### src/rtl/cpu_regfile_pkg.sv
// Shared types and default sizes for the multi-port register file.
// The optional REGFILE_BYPASS_EN macro enables same-cycle write forwarding.
package cpu_regfile_pkg;

    localparam int DEF_DATA_W   = 8;
    localparam int DEF_NUM_REGS = 8;

    typedef enum logic [1:0] {
        IDLE,
        DRIVE,
        DONE
    } bus_state_e;

endpackage

### src/rtl/cpu_regfile_bus_if.sv
// Bus export engine: snapshots one register and holds it on the bus until acked.
// Fed by the register file's third read port (forwarded when REGFILE_BYPASS_EN).
import cpu_regfile_pkg::*;

module cpu_regfile_bus_if #(
    parameter int DATA_W = DEF_DATA_W
) (
    input  logic              clk,
    input  logic              reset,
    input  logic              bus_req,
    input  logic [DATA_W-1:0] rd_data,
    input  logic              bus_ack,
    output logic [DATA_W-1:0] bus_dout,
    output logic              bus_oe,
    output logic              bus_done
);

    bus_state_e        state;
    bus_state_e        state_nx;
    logic [DATA_W-1:0] snap;

    always_ff @(posedge clk or posedge reset) begin
        if (reset) begin
            state <= IDLE;
            snap  <= '0;
        end else begin
            state <= state_nx;
            if (state == IDLE && bus_req)
                snap <= rd_data;
        end
    end

    // Outputs decode from state only so reset drops oe without waiting for a clock
    always_comb begin
        state_nx = state;
        bus_oe   = 1'b0;
        bus_done = 1'b0;
        bus_dout = '0;
        unique case (state)
            IDLE: begin
                if (bus_req)
                    state_nx = DRIVE;
            end
            DRIVE: begin
                bus_oe   = 1'b1;
                bus_dout = snap;
                if (bus_ack)
                    state_nx = DONE;
            end
            DONE: begin
                bus_done = 1'b1;
                state_nx = IDLE;
            end
            default: state_nx = IDLE;
        endcase
    end

endmodule

### src/rtl/cpu_regfile_mp.sv
// Multi-port register file: two async reads, one write, busy scoreboard, bus export.
// Define REGFILE_BYPASS_EN to forward writeback data to the read ports.
import cpu_regfile_pkg::*;

module cpu_regfile_mp #(
    parameter int DATA_W   = DEF_DATA_W,
    parameter int NUM_REGS = DEF_NUM_REGS,
    parameter int ADDR_W   = $clog2(NUM_REGS)
) (
    input  logic                clk,
    input  logic                reset,
    input  logic [ADDR_W-1:0]   ra_addr,
    output logic [DATA_W-1:0]   ra_data,
    output logic                ra_busy,
    input  logic [ADDR_W-1:0]   rb_addr,
    output logic [DATA_W-1:0]   rb_data,
    output logic                rb_busy,
    input  logic                wr_en,
    input  logic [ADDR_W-1:0]   wr_addr,
    input  logic [DATA_W-1:0]   wr_data,
    input  logic                claim_en,
    input  logic [ADDR_W-1:0]   claim_addr,
    output logic [NUM_REGS-1:0] busy,
    input  logic                bus_req,
    input  logic [ADDR_W-1:0]   bus_addr,
    input  logic                bus_ack,
    output logic [DATA_W-1:0]   bus_dout,
    output logic                bus_oe,
    output logic                bus_done
);

    localparam logic [ADDR_W:0] NREGS = NUM_REGS[ADDR_W:0];

    logic [DATA_W-1:0] regs [NUM_REGS];
    logic [DATA_W-1:0] bus_rd;
    logic              wr_ok;
    logic              claim_ok;

    function automatic logic in_range(input logic [ADDR_W-1:0] a);
        return {1'b0, a} < NREGS;
    endfunction

    function automatic logic fwd(input logic [ADDR_W-1:0] a);
`ifdef REGFILE_BYPASS_EN
        return wr_ok && (wr_addr == a);
`else
        return (a != a);
`endif
    endfunction

    assign wr_ok    = wr_en && in_range(wr_addr);
    assign claim_ok = claim_en && in_range(claim_addr);

    always_ff @(posedge clk or posedge reset) begin
        if (reset) begin
            for (int i = 0; i < NUM_REGS; i++)
                regs[i] <= '0;
        end else if (wr_ok) begin
            regs[wr_addr] <= wr_data;
        end
    end

    // Claim is applied last so a same-index claim overrides the clear
    always_ff @(posedge clk or posedge reset) begin
        if (reset) begin
            busy <= '0;
        end else begin
            if (wr_ok)
                busy[wr_addr] <= 1'b0;
            if (claim_ok)
                busy[claim_addr] <= 1'b1;
        end
    end

    always_comb begin
        ra_data = '0;
        ra_busy = 1'b0;
        if (fwd(ra_addr)) begin
            ra_data = wr_data;
        end else if (in_range(ra_addr)) begin
            ra_data = regs[ra_addr];
            ra_busy = busy[ra_addr];
        end
    end

    always_comb begin
        rb_data = '0;
        rb_busy = 1'b0;
        if (fwd(rb_addr)) begin
            rb_data = wr_data;
        end else if (in_range(rb_addr)) begin
            rb_data = regs[rb_addr];
            rb_busy = busy[rb_addr];
        end
    end

    always_comb begin
        bus_rd = '0;
        if (fwd(bus_addr))
            bus_rd = wr_data;
        else if (in_range(bus_addr))
            bus_rd = regs[bus_addr];
    end

    cpu_regfile_bus_if #(
        .DATA_W(DATA_W)
    ) u_bus_if (
        .clk     (clk),
        .reset   (reset),
        .bus_req (bus_req),
        .rd_data (bus_rd),
        .bus_ack (bus_ack),
        .bus_dout(bus_dout),
        .bus_oe  (bus_oe),
        .bus_done(bus_done)
    );

endmodule
### config.mk
export PLATFORM = sky130hd
export DESIGN_NAME = cpu_regfile_mp
export DESIGN_NICKNAME = d
export VERILOG_FILES = /design/src/rtl/cpu_regfile_pkg.sv /design/src/rtl/cpu_regfile_bus_if.sv /design/src/rtl/cpu_regfile_mp.sv
export SDC_FILE = /design/constraint.sdc
export NUM_CORES = 1
export LEC_CHECK = 0
export CORE_UTILIZATION = 30
export DETAILED_ROUTE_END_ITERATION = 8
export DONT_BUFFER_PORTS = 1
export PLACE_DENSITY = 0.48
export SLEW_MARGIN = 10
export SYNTH_ARGS = -nofsm -noshare
export SYNTH_HDL_FRONTEND = slang
export SYNTH_HIERARCHICAL = 1
export SYNTH_SLANG_ARGS = --single-unit
export TNS_END_PERCENT = 1
### constraint.sdc
create_clock -name clk -period 2.4 [get_ports clk]
set_input_delay 0.24 -clock clk [delete_from_list [all_inputs] [get_ports clk]]
set_output_delay 0.24 -clock clk [all_outputs]
set_load 0.01 [all_outputs]
==> metrics <==
final hold viol count 0; MaxCap Viol Count 0; layout cells sized above 1 0.436; DR DRC count 0; fin cells 519; Post-CTS Setup Inserts 0; die area 17200 µm²; WL per Instance 25.1 µm; Worst-Skew Late Latency 340 ps; Final setup viols 0; CTS max path bufs 2; vias per cell 5.52; PnR worst setup slack 557 ps; crit end category output port; largest net degree at the start of global routing 39; die width 131 µm; Cells after Synth 300; top post-synthesis cells by count 98 x mux2_2, 82 x dfrtp_1, 46 x mux4_1, 11 x buf_2, 9 x and2_1; core area 16100 µm²; number of flops mapped to enable cells by yosys 0; Post-Syn Area 5000 µm²; Setup TNS 0 ps; Max Slew Vio Count 0; FMAX 0.543 GHz; CTS Hold Bufs 3; num ports 65; Max FO, Critical Path 4; H-tree depth 3; Starting Density 0.311; HP Class input pin to flip-flop; initial drt markers 116; Worst VDD drop 0.363 mV; Setup crit start kind flip-flop; via count 2863; Placer Congestion 0.719; # port buffers 0; TritonCTS Buffers 9; drt total wl 13.0 mm; CTS tree yes; Core Util, Final 0.344; async set-or-reset flop fraction in the synthesized netlist 1.00; Hold Crit Depth 2; placed inst area 5180 µm²; initial antenna violation count 0; GR Util All Layers 0.164; GRT overflow 0; pre-CTS worst setup slack 849 ps; cell with the most instances after synthesis mux2_2; Inserted Diodes 0; Seq cells post-synth 82; vias in the first global route 2972; Leak 2.27 nW; Layout area overhead 10.5%; cells taking the most area after synthesis dfrtp_1 41%, mux4_1 24%, mux2_2 22%, mux4_2 2.7%, buf_12 1.2%; Final Instance Area 5530 µm²; Worst slew margin 0.476; crit path DAT 1600 ps; fin crit period 1840 ps; root buffer cell clkbuf_16; TritonRoute pass-1 iters 4; library cells used by synthesis 27; status finished, final reports clean; first-pass GRT wire length 19.5 mm; period utilisation layout 0.768; HPWL after DPL 8.20 mm; post-CTS resize count 0; Synth area leader dfrtp_1; # rows 46; Seq/Total Area, Yosys 0.411; Worst-Margin Slew 785 ps; synth warn 6; CP Class flip-flop to output port; Post-DRT Antenna Nets 0; nets 327; Max Clock Skew 5.09 ps; Die H 131 µm; CTS clk-pin slew, worst paths 60 ps; Mapped Avg Cell Area 16.7 µm²; # clock sinks 82; Power Density 835 nW/µm²; post-synth net total 329; Reg2Reg Depth 3; RSZ-0062 raised after global routing no; ys flop type dfrtp_1; worst endpoint required time 2160 ps; post-synth top area share 0.411; placed insts 500
[critical path, stage by stage (launching register included)]
cell and delay [ps]:
dfrtp_1 440, mux4_1 510, mux2_2 310
[state kept, by name, indices dropped and copies added (netlist names)]
register and count:
busy 8, regs 64, u_bus_if/snap 8, u_bus_if/state 2
[cells in the final DEF (no fill, tap or decap), types with 2 or more instances in the layout]
| cell | synthesis | final |
|---|---|---|
| a32o_1 | 3 | 3 |
| and2_1 | 9 | 9 |
| buf_4 | 0 | 7 |
| bufinv_16 | 0 | 2 |
| clkbuf_1 | 4 | 2 |
| clkbuf_16 | 0 | 9 |
| clkinv_2 | 0 | 2 |
| dfrtp_1 | 82 | 82 |
| dlygate4sd3_1 | 0 | 3 |
| inv_1 | 7 | 6 |
| mux2_2 | 98 | 98 |
| mux4_1 | 46 | 46 |
| mux4_2 | 6 | 6 |
| nand2_1 | 2 | 2 |
| nand2b_1 | 2 | 2 |
| nand4b_1 | 3 | 3 |
| nor2b_1 | 4 | 4 |
| nor4bb_2 | 0 | 3 |
| o2bb2ai_1 | 3 | 3 |
[power breakdown]
group	switching, mW	total [mW]	internal (mW)	leakage (nW)
Combinational	0.370	1.10	0.733	1.14
Sequential	0.316	2.04	1.72	0.982
Clock	0.559	1.47	0.910	0.153
Total	1.24	4.61	3.37	2.27
[worst paths after layout]
| kind | start | endpoint | slack, ps |
|---|---|---|---|
| worst min-delay path | claim_addr[0] | busy[7] | 30 |
| worst min register to register | u_bus_if/snap[6] | u_bus_if/snap[6] | 510 |
| max in group asynchronous | reset | regs[33] | 1180 |
| worst max-delay path | busy[1] | rb_busy | 560 |
| min in group asynchronous | reset | u_bus_if/snap[3] | 410 |
| worst max register to register | regs[55] | u_bus_if/snap[7] | 840 |
[metrics by stage]
stage | hold slack, ps | power (mW)
floorplan | 80.2 | 2.95
global placement | 194 | 3.13
detailed placement | 188 | 3.18
CTS | 16.6 | 4.68
global route | 20.0 | 4.89
finish | 30.2 | 4.61
[cell families after synthesis]
group | count (synthesis) | share of synthesized area
mux | 150 | 0.490
simple gates | 28 | 0.0441
flops | 82 | 0.411
compound gates | 9 | 0.0153
buf+inv | 31 | 0.0405
[per-layer routing]
layer | vias up | GRT usage | part of all wire
met5 | - | 0 | 0
met1 | 1546 | 0.220 | 0.45
met3 | 15 | 0.0475 | 0.062
li1 | 1227 | - | -
met4 | 0 | 0.0541 | 0.016
met2 | 75 | 0.255 | 0.47
[layout make-up]
cell class	instances	area, µm²
inverter	7	26.3
tap	216	270
sequential	82	2050
multi-input combinational	187	2760
timing repair buffer	11	103
clock buffer	11	233
clock inverter	5	78.8
fill	1536	10500
(Power assumes the default switching activity.)
